==> config.mk <==
export PLATFORM = sky130hd
export DESIGN_NAME = fast_mem_arbiter
export DESIGN_NICKNAME = d
export VERILOG_FILES = /design/src/rtl/fast_mem_arbiter.sv
export SDC_FILE = /design/constraint.sdc
export NUM_CORES = 1
export LEC_CHECK = 0
export BUFFER_PORTS_ARGS = -buffer_cell sky130_fd_sc_hd__buf_2
export CAP_MARGIN = 40
export CORE_AREA = 2 2 77 79
export DETAILED_ROUTE_END_ITERATION = 12
export DIE_AREA = 0 0 79 81
export PLACE_DENSITY = 0.78
export SYNTH_ARGS = -nofsm -noshare
export SYNTH_HDL_FRONTEND = slang
export SYNTH_SLANG_ARGS = --single-unit
==> constraint.sdc <==
create_clock -name clk -period 4.2 [get_ports clk]
set_input_delay 0.84 -clock clk [delete_from_list [all_inputs] [get_ports clk]]
set_output_delay 0.84 -clock clk [all_outputs]
set_load 0.02 [all_outputs]
==> src/rtl/fast_mem_arbiter.sv <==
// Frame-SRAM arbiter for gaus/fast/circ requesters with locked bursts and read-data tag routing.
// Latency: grant same cycle as req, mem_* command next cycle, *_rvalid RD_LAT cycles after mem_en.
// Backpressure: a requester holds req/addr/wdata until its *_gnt; one access is granted per cycle.
//
// Ports:
//   clk, n_rst                  clock, asynchronous active-low reset
//   gaus_req/we/addr/wdata      Gaussian writer (read with we=0 returns no rvalid), gaus_gnt
//   fast_req/lock/addr          FAST reader, fast_gnt, fast_rvalid
//   circ_req/lock/addr          circle reader, circ_gnt, circ_rvalid
//   rdata                       shared read data, qualified by *_rvalid
//   mem_en/we/addr/wdata        registered SRAM command, mem_rdata returns RD_LAT later
//
// Build option: define ARB_GAUS_PRIO_EN to give gaus_req strict priority, including
// pre-emption of a locked burst (the owner's lock count is frozen while pre-empted).
// Without it, arbitration is a plain three-way round-robin.

`timescale 1ns/1ps

module fast_mem_arbiter #(
   parameter int ADDR_W   = 18,
   parameter int DATA_W   = 8,
   parameter int RD_LAT   = 1,
   parameter int LOCK_MAX = 16
) (
   input  logic              clk,
   input  logic              n_rst,
   input  logic              gaus_req,
   input  logic              gaus_we,
   input  logic [ADDR_W-1:0] gaus_addr,
   input  logic [DATA_W-1:0] gaus_wdata,
   output logic              gaus_gnt,
   input  logic              fast_req,
   input  logic              fast_lock,
   input  logic [ADDR_W-1:0] fast_addr,
   output logic              fast_gnt,
   output logic              fast_rvalid,
   input  logic              circ_req,
   input  logic              circ_lock,
   input  logic [ADDR_W-1:0] circ_addr,
   output logic              circ_gnt,
   output logic              circ_rvalid,
   output logic [DATA_W-1:0] rdata,
   output logic              mem_en,
   output logic              mem_we,
   output logic [ADDR_W-1:0] mem_addr,
   output logic [DATA_W-1:0] mem_wdata,
   input  logic [DATA_W-1:0] mem_rdata
);

   localparam int               CNT_W      = $clog2(LOCK_MAX + 1);
   localparam logic [CNT_W-1:0] LOCK_MAX_C = CNT_W'(LOCK_MAX);
   localparam logic [1:0]       ID_GAUS    = 2'd0;
   localparam logic [1:0]       ID_FAST    = 2'd1;
   localparam logic [1:0]       ID_CIRC    = 2'd2;

   typedef enum logic {
      ARB    = 1'b0,
      LOCKED = 1'b1
   } state_t;

   // rr_ptr only ever holds 0..2
   function automatic logic [1:0] rr_next(input logic [1:0] p);
      return (p == 2'd2) ? 2'd0 : p + 2'd1;
   endfunction

   // Returns {found, index}: first asserted request scanning from p upward, wrapping at 3.
   function automatic logic [2:0] rr_pick(input logic [3:0] rq, input logic [1:0] p);
      logic [1:0] c0;
      logic [1:0] c1;
      logic [1:0] c2;
      c0 = p;
      c1 = rr_next(c0);
      c2 = rr_next(c1);
      if (rq[c0])
         return {1'b1, c0};
      else if (rq[c1])
         return {1'b1, c1};
      else if (rq[c2])
         return {1'b1, c2};
      return 3'b000;
   endfunction

   state_t            state, state_nxt;
   logic [1:0]        rr_ptr, rr_nxt;
   logic [1:0]        owner, owner_nxt;
   logic [CNT_W-1:0]  lock_cnt, cnt_nxt;

   logic [3:0]        req_vec;
   logic              owner_req;
   logic              owner_lock;
   logic              own_hold;
   logic              others_pending;

   logic              gnt_any;
   logic [1:0]        gnt_id;
   logic              gnt_vld;
   logic              arb_en;
   logic [3:0]        arb_mask;
   logic [2:0]        pick;
   logic              sel_lock;
   logic [ADDR_W-1:0] sel_addr;

   // Tag pipeline: stage k is visible k+1 cycles after the grant that pushed it,
   // so the tail (stage RD_LAT) lines up with mem_rdata.
   logic [RD_LAT:0]       tag_vld;
   logic [RD_LAT:0][1:0]  tag_id;

   assign req_vec        = {1'b0, circ_req, fast_req, gaus_req};
   assign owner_req      = (owner == ID_CIRC) ? circ_req  : fast_req;
   assign owner_lock     = (owner == ID_CIRC) ? circ_lock : fast_lock;
   assign own_hold       = owner_req & owner_lock;
   assign others_pending = |(req_vec & ~(4'b0001 << owner));

   always_comb begin
      state_nxt = state;
      cnt_nxt   = lock_cnt;
      owner_nxt = owner;
      rr_nxt    = rr_ptr;
      gnt_any   = 1'b0;
      gnt_id    = ID_GAUS;
      arb_en    = 1'b1;
      arb_mask  = 4'b0000;
      pick      = 3'b000;
      sel_lock  = 1'b0;

      if (state == LOCKED) begin
         if (own_hold && (lock_cnt < LOCK_MAX_C)) begin
            arb_en = 1'b0;
`ifdef ARB_GAUS_PRIO_EN
            if (gaus_req) begin
               // pre-empt: owner keeps the lock, count frozen
               gnt_any = 1'b1;
               gnt_id  = ID_GAUS;
            end else begin
               gnt_any = 1'b1;
               gnt_id  = owner;
               cnt_nxt = lock_cnt + CNT_W'(1);
            end
`else
            gnt_any = 1'b1;
            gnt_id  = owner;
            cnt_nxt = lock_cnt + CNT_W'(1);
`endif
         end else begin
            // Lock released or exhausted: arbitrate in this same cycle so there is no bubble.
            state_nxt = ARB;
            cnt_nxt   = '0;
            if (own_hold && others_pending)
               arb_mask = 4'b0001 << owner;
         end
      end

      if (arb_en) begin
`ifdef ARB_GAUS_PRIO_EN
         if (gaus_req) begin
            gnt_any = 1'b1;
            gnt_id  = ID_GAUS;
         end else begin
            pick    = rr_pick(req_vec & ~arb_mask & 4'b0110, rr_ptr);
            gnt_any = pick[2];
            gnt_id  = pick[1:0];
         end
`else
         pick    = rr_pick(req_vec & ~arb_mask, rr_ptr);
         gnt_any = pick[2];
         gnt_id  = pick[1:0];
`endif
         sel_lock = (gnt_id == ID_CIRC) ? circ_lock : fast_lock;
         if (gnt_any && (gnt_id != ID_GAUS) && sel_lock) begin
            state_nxt = LOCKED;
            owner_nxt = gnt_id;
            cnt_nxt   = CNT_W'(1);
         end
      end

`ifdef ARB_GAUS_PRIO_EN
      // Gaussian grants do not disturb the fast/circ rotation.
      if (gnt_any && (gnt_id != ID_GAUS))
         rr_nxt = rr_next(gnt_id);
`else
      if (gnt_any)
         rr_nxt = rr_next(gnt_id);
`endif
   end

   // Grants are combinational; forcing them low under reset keeps every output quiet.
   assign gnt_vld  = gnt_any & n_rst;
   assign gaus_gnt = gnt_vld && (gnt_id == ID_GAUS);
   assign fast_gnt = gnt_vld && (gnt_id == ID_FAST);
   assign circ_gnt = gnt_vld && (gnt_id == ID_CIRC);

   always_comb begin
      sel_addr = gaus_addr;
      case (gnt_id)
         ID_FAST: sel_addr = fast_addr;
         ID_CIRC: sel_addr = circ_addr;
         default: sel_addr = gaus_addr;
      endcase
   end

   always_ff @(posedge clk or negedge n_rst) begin
      if (!n_rst) begin
         state    <= ARB;
         rr_ptr   <= 2'd0;
         owner    <= ID_FAST;
         lock_cnt <= '0;
      end else begin
         state    <= state_nxt;
         rr_ptr   <= rr_nxt;
         owner    <= owner_nxt;
         lock_cnt <= cnt_nxt;
      end
   end

   // Command register. Address/data hold when idle; wdata only moves on Gaussian grants
   // since the readers have no write data of their own.
   always_ff @(posedge clk or negedge n_rst) begin
      if (!n_rst) begin
         mem_en    <= 1'b0;
         mem_we    <= 1'b0;
         mem_addr  <= '0;
         mem_wdata <= '0;
      end else begin
         mem_en <= gnt_vld;
         mem_we <= gnt_vld && (gnt_id == ID_GAUS) && gaus_we;
         if (gnt_vld)
            mem_addr <= sel_addr;
         if (gnt_vld && (gnt_id == ID_GAUS))
            mem_wdata <= gaus_wdata;
      end
   end

   always_ff @(posedge clk or negedge n_rst) begin
      if (!n_rst) begin
         tag_vld <= '0;
         tag_id  <= '0;
      end else begin
         // Gaussian reads are not tagged: their data is dropped.
         tag_vld[0] <= gnt_vld && (gnt_id != ID_GAUS);
         tag_id[0]  <= gnt_id;
         for (int k = 1; k <= RD_LAT; k++) begin
            tag_vld[k] <= tag_vld[k-1];
            tag_id[k]  <= tag_id[k-1];
         end
      end
   end

   assign fast_rvalid = tag_vld[RD_LAT] && (tag_id[RD_LAT] == ID_FAST);
   assign circ_rvalid = tag_vld[RD_LAT] && (tag_id[RD_LAT] == ID_CIRC);
   assign rdata       = mem_rdata;

endmodule
Word-level counts from Yosys, hierarchy flattened. Index checks and enable logic that the tools add are counted.

Register bits after elaboration: 44. Output and inout port bits: 41. Logic and storage cells: 89.

$add $sub $neg: 4. Magnitude comparators: 4. Equality and inequality tests: 8. Shift-type cells: 1. Muxes and demuxes: 39. Bitwise gates (word level): 6. Reductions and logical operators: 16.

Operators by type and width (number): 18-bit case mux with 2 select lines (1); 5-bit two-way mux (4); 1-bit two-way mux (17); 3-bit two-way mux (5); 2-bit equality test, second input constant (6); 2-bit two-way mux (6); 4-bit two-way mux (3); 1-bit logical AND (11); 2-bit by 3-bit less-than comparator with 1-bit output, second input constant (3); 3-bit by 4-bit bitwise AND with 4-bit output (2); 4-bit inverter (2); 2-bit by 1-bit adder with 2-bit output, second input constant (3); 1-bit binary-select mux with 2-bit select (3); 5-bit by 1-bit adder with 5-bit output, second input constant (1); 5-bit less-than comparator, second input constant (1); 2-bit by 1-bit equality test with 1-bit output, second input constant (2); 2-bit nonzero test (2); 4-bit OR reduction (1); 1-bit by 2-bit << shifter with 4-bit output, first input constant (1); 1-bit bitwise AND (2); 2-bit logical NOT (1); 2-bit AND reduction (1).

Depth between registers and ports, before layout.
Depth in word-level cells: 23. Depth in mapped cells: 13.

Worst setup path before layout. Ideal clock, no wire load.

Kind: input to output. Start: input fast_lock. End: output fast_gnt. Arrival: 3.032 ns. Setup slack: 0.328 ns. Stages: 10. Buffers on the path: 3. Path through: nand2_2 > mux2i_1 > nor3b_1 > buf_2 > nor2_1 > a21oi_1 > ha_1 > clkbuf_1 > clkbuf_1 > and2_1.

Longest elaborated chain between the ends: 19. Elaborated cells on any way between the ends: 34.

RTL lines: start: declaration (line 33) `input logic fast_lock,`; 1-bit two-way mux (*) (line 110) `assign owner_lock = (owner == ID_CIRC) ? circ_lock : fast_lock;`; 1-bit bitwise AND (*) (line 111) `assign own_hold = owner_req & owner_lock;`; 1-bit logical AND (line 148) `if (own_hold && others_pending)`; 4-bit two-way mux (line 148); 4-bit two-way mux (line 127) `if (own_hold && (lock_cnt < LOCK_MAX_C)) begin`; 4-bit two-way mux (line 126) `if (state == LOCKED) begin`; 4-bit inverter (line 164) `pick = rr_pick(req_vec & ~arb_mask, rr_ptr);`; 3-bit by 4-bit bitwise AND with 4-bit output (line 164); [... 3 more ...]; 1-bit two-way mux (line 76) `else if (rq[c1])`; 1-bit two-way mux (line 74) `if (rq[c0])`; 1-bit two-way mux (line 153) `if (arb_en) begin`; 3-bit two-way mux (line 80) `return 3'b000;`; 3-bit two-way mux (line 153); 2-bit two-way mux or 1-bit two-way mux (tied branches) (line 153); 2-bit by 1-bit equality test with 1-bit output or 1-bit bitwise AND (tied branches) (line 189, 187); 1-bit logical AND (*) (line 189) `assign fast_gnt = gnt_vld && (gnt_id == ID_FAST);`; end: declaration (line 35) `output logic fast_gnt,`.

Every way passes the cells marked *; elsewhere a longest branch is shown, timed or not. The select of a mux whose other input is x is not followed.

Final worst setup path.
Start: register owner[0]. End: output gaus_gnt.

Longest elaborated chain between the ends: 21. Elaborated cells on any way between the ends: 40.

RTL lines: start: declaration (line 85) `logic [1:0] owner, owner_nxt;`; start signal: assignment (line 210) `owner <= owner_nxt;`; 1-bit by 2-bit << shifter with 4-bit output (line 112, 149); 4-bit inverter (line 112) `assign others_pending = |(req_vec & ~(4'b0001 << owner));`; 3-bit by 4-bit bitwise AND with 4-bit output (line 112); 4-bit OR reduction (line 112); 1-bit logical AND (line 148); 4-bit two-way mux (line 148); 4-bit two-way mux (line 127); 4-bit two-way mux (line 126); [... 5 more ...]; 1-bit two-way mux (line 76); 1-bit two-way mux (line 74); 1-bit two-way mux (line 153); 3-bit two-way mux (line 80); 3-bit two-way mux (line 153); 1-bit two-way mux or 2-bit two-way mux (tied branches) (line 153); 1-bit bitwise AND or 2-bit logical NOT (tied branches) (line 187, 188); 1-bit logical AND (*) (line 188) `assign gaus_gnt = gnt_vld && (gnt_id == ID_GAUS);`; end: declaration (line 31) `output logic gaus_gnt,`.

Marked as above.

==> impl_metrics.tcl <==
set metrics [dict create \
    avgSynthCellArea_um2 11.2 \
    numCtsBuffers 5 \
    cp_data_arrival_time_ns 3.10 \
    drtIter0Drc 55 \
    cp-end-kind "primary output" \
    reg2reg_from "owner[0]$_DFFE_PN1P_" \
    timing.slew.headroom_pct 64.5 \
    yosys_warnings 0 \
    crit_type "reg -> out" \
    synth_edf_count 0 \
    reg2reg_to "mem_wdata[4]$_DFFE_PN0P_" \
    antenna_cells 0 \
    synth_fa_ha_area_share_pct 3.03 \
    ctsResizeCount 0 \
    whs_ns 0.353 \
    slew_viol_final 0 \
    seq_area_um2 1100 \
    crit_path_max_fanout 14 \
    die-area_um2 6400 \
    synth-compound-area-share_pct 19.0 \
    vias_per_cell 5.24 \
    clockBufferDepth 2 \
    ioPinCount 119 \
    fin_setup_tns_ns 0 \
    synthDistinctLibCells 48 \
    routed_wl_um 5680 \
    core-area_um2 5680 \
    cp-endpoint "gaus_gnt" \
    synthSimpleGateAreaFrac_pct 10.7 \
    first_pass_iters 4 \
    status "completed" \
    p_leak_nw 1.56 \
    die_h_um 81 \
    routedWlPerCell_um 14.5 \
    finalNetCount 400 \
    multi_input_area_um2 1210 \
    antenna_found_initial 0 \
    port_buffers 102 \
    post-route-period-util_pct 93.8 \
    dp_hpwl_um 4190 \
    min_path_type "reg -> reg" \
    worst_pin_slew_ns 0.532 \
    timing.fmax_mhz 254 \
    syn_inst 222 \
    vias 2053 \
    ant_nets 0 \
    finalSetupViolCount 0 \
    final_util_pct 54.4 \
    place_congestion 0.857 \
    std_cell_rows 28 \
    cts.sinks 44 \
    layout_common_cells "102 x buf_2, 43 x dfrtp_1, 22 x nor2_1, 20 x a21oi_1, 18 x a22oi_1" \
    nFillCells 516 \
    startpoint_type "register" \
    synth_xor_area_share_pct 0 \
    grt_overflow 0 \
    peakVddDrop_v 0.000316 \
    cts_htree_levels 2 \
    ys_seq_area_share_pct 44.5 \
    synth_flop_cell "dfrtp_1" \
    path_clk_slew_ns 0.08 \
    maxCapViolations 0 \
    fp.dieW_um 79 \
    syn_area_um2 2480 \
    layout_commonest_cell "buf_2" \
    fin_area_um2 3090 \
    ys_ff_latch 44 \
    post_cts_buffers 0 \
    cts_tree "done" \
    period_needed_ns 3.94 \
    cp-startpoint "owner[0]$_DFFE_PN1P_" \
    grt_max_degree 45 \
    initial_core_util_pct 43.7 \
    area_growth_pct 24.6 \
    cts_hold_buf 0 \
    grt_pass1_vias 1891 \
    rrSetupSlack_ns 1.15 \
    skew_ns 0.00502 \
    layout-drive-gt1-share_pct 47.6 \
    syn-num-nets 306 \
    synth_top_family_by_area "compound AO/OA/AOI/OAI gates" \
    hold_viol 0 \
    clock_latency_ns 0.29 \
    reg2reg_depth 10 \
    grt_first_pass_wirelength_um 8870 \
    cp.required_ns 3.36 \
    grt_usage_pct 17.5 \
    async_flop_share_pct 100 \
    muxShareOfSynthArea_pct 16.0 \
    power_density_nw_per_um2 676 \
    drc_errors 0 \
    place_area_um2 2990 \
    cts_root_buf "clkbuf_8" \
]
-- state kept, by name (all words and copies together), names as in the netlist --
register and count:
mem_addr 18, mem_wdata 8, lock_cnt 5, tag_id 4, owner 2, rr_ptr 2, tag_vld 2, mem_en 1
mem_we 1, state 1
-- cell families (layout without fill, tap and decap cells) --
family,count (synthesis),count (layout)
adders and majority gates,6,6
DFF,44,44
AOI/OAI and AO/OA,64,64
muxes,30,30
buffers and inverters,29,124
and+or+nand+nor,49,49
-- worst min path at each step --
| stage | start | end | slack [ns] | depth (start not counted) |
|---|---|---|---|---|
| finish | tag_id[1]$_DFF_PN0_ | tag_id[3]$_DFF_PN0_ | 0.35 | 0 |
| global route | tag_vld[0]$_DFF_PN0_ | tag_vld[1]$_DFF_PN0_ | 0.37 | 0 |
| CTS | tag_id[1]$_DFF_PN0_ | tag_id[3]$_DFF_PN0_ | 0.35 | 0 |
| detailed placement | tag_id[1]$_DFF_PN0_ | tag_id[3]$_DFF_PN0_ | 0.33 | 0 |
| global placement | tag_id[0]$_DFF_PN0_ | tag_id[2]$_DFF_PN0_ | 0.33 | 0 |
| floorplan | tag_id[0]$_DFF_PN0_ | tag_id[2]$_DFF_PN0_ | 0.33 | 0 |
-- cells in the mapped netlist, types with 3 or more instances --
cell type / n / area share [%]
dfrtp_1: 43 / 43
a21oi_1: 22 / 4.4
nor2_1: 22 / 3.3
a22oi_1: 18 / 5.5
mux2_4: 16 / 9.7
buf_4: 9 / 2.7
mux2_1: 8 / 3.6
clkbuf_1: 7 / 1.1
inv_1: 7 / 1.1
ha_1: 6 / 3.0
mux2_2: 4 / 1.8
nand2_1: 4 / 0.61
and2_1: 3 / 0.76
and3_1: 3 / 0.76
buf_6: 3 / 1.4
o21ai_0: 3 / 0.61
o41ai_1: 3 / 1.1
-- final cells by class --
| class | count | share of cell area [%] |
|---|---|---|
| inverter | 7 | 0.851 |
| clock buffer | 5 | 2.23 |
| multi-input combinational | 149 | 39.3 |
| sequential | 44 | 35.7 |
| clock inverter | 3 | 0.608 |
| timing repair buffer | 109 | 18.2 |
| tap | 75 | 3.04 |
-- critical path, cell delays in order, from the launching register on --
cell      delay, ns
dfstp_2        0.64
nand2b_4       0.17
mux2i_1        0.25
nor3b_1        0.22
buf_4          0.23
nor2_1         0.10
a21oi_2        0.21
ha_1           0.23
inv_1          0.05
a311o_1        0.47
inv_1          0.09
buf_2          0.16
-- per-layer routing --
layer | part of all wire (%) | global-route usage (%) | up-vias
met1 | 42 | 22.5 | 986
met2 | 52 | 30.6 | 65
met3 | 4.6 | 3.44 | 7
met4 | 0.93 | 4.48 | 0
li1 | - | - | 995
met5 | 0 | 0 | -
-- stage by stage --
stage | total power, mW | worst slack, ns | std cells
2_1_floorplan | 1.53 | 0.328 | 222
3_3_place_gp | 1.80 | 0.350 | 384
3_5_place_dp | 1.84 | 0.247 | 384
4_1_cts | 2.11 | 0.186 | 392
5_1_grt | 2.26 | -0.0300 | 392
6_report | 2.09 | 0.261 | 392
-- where the power goes --
group | total [mW] | switching (mW) | leakage (nW) | internal (mW)
Combinational | 1.10 | 0.606 | 0.973 | 0.490
Clock | 0.254 | 0.139 | 0.0479 | 0.116
Sequential | 0.739 | 0.128 | 0.536 | 0.611
Note: power is estimated with default switching activity, not from simulation.
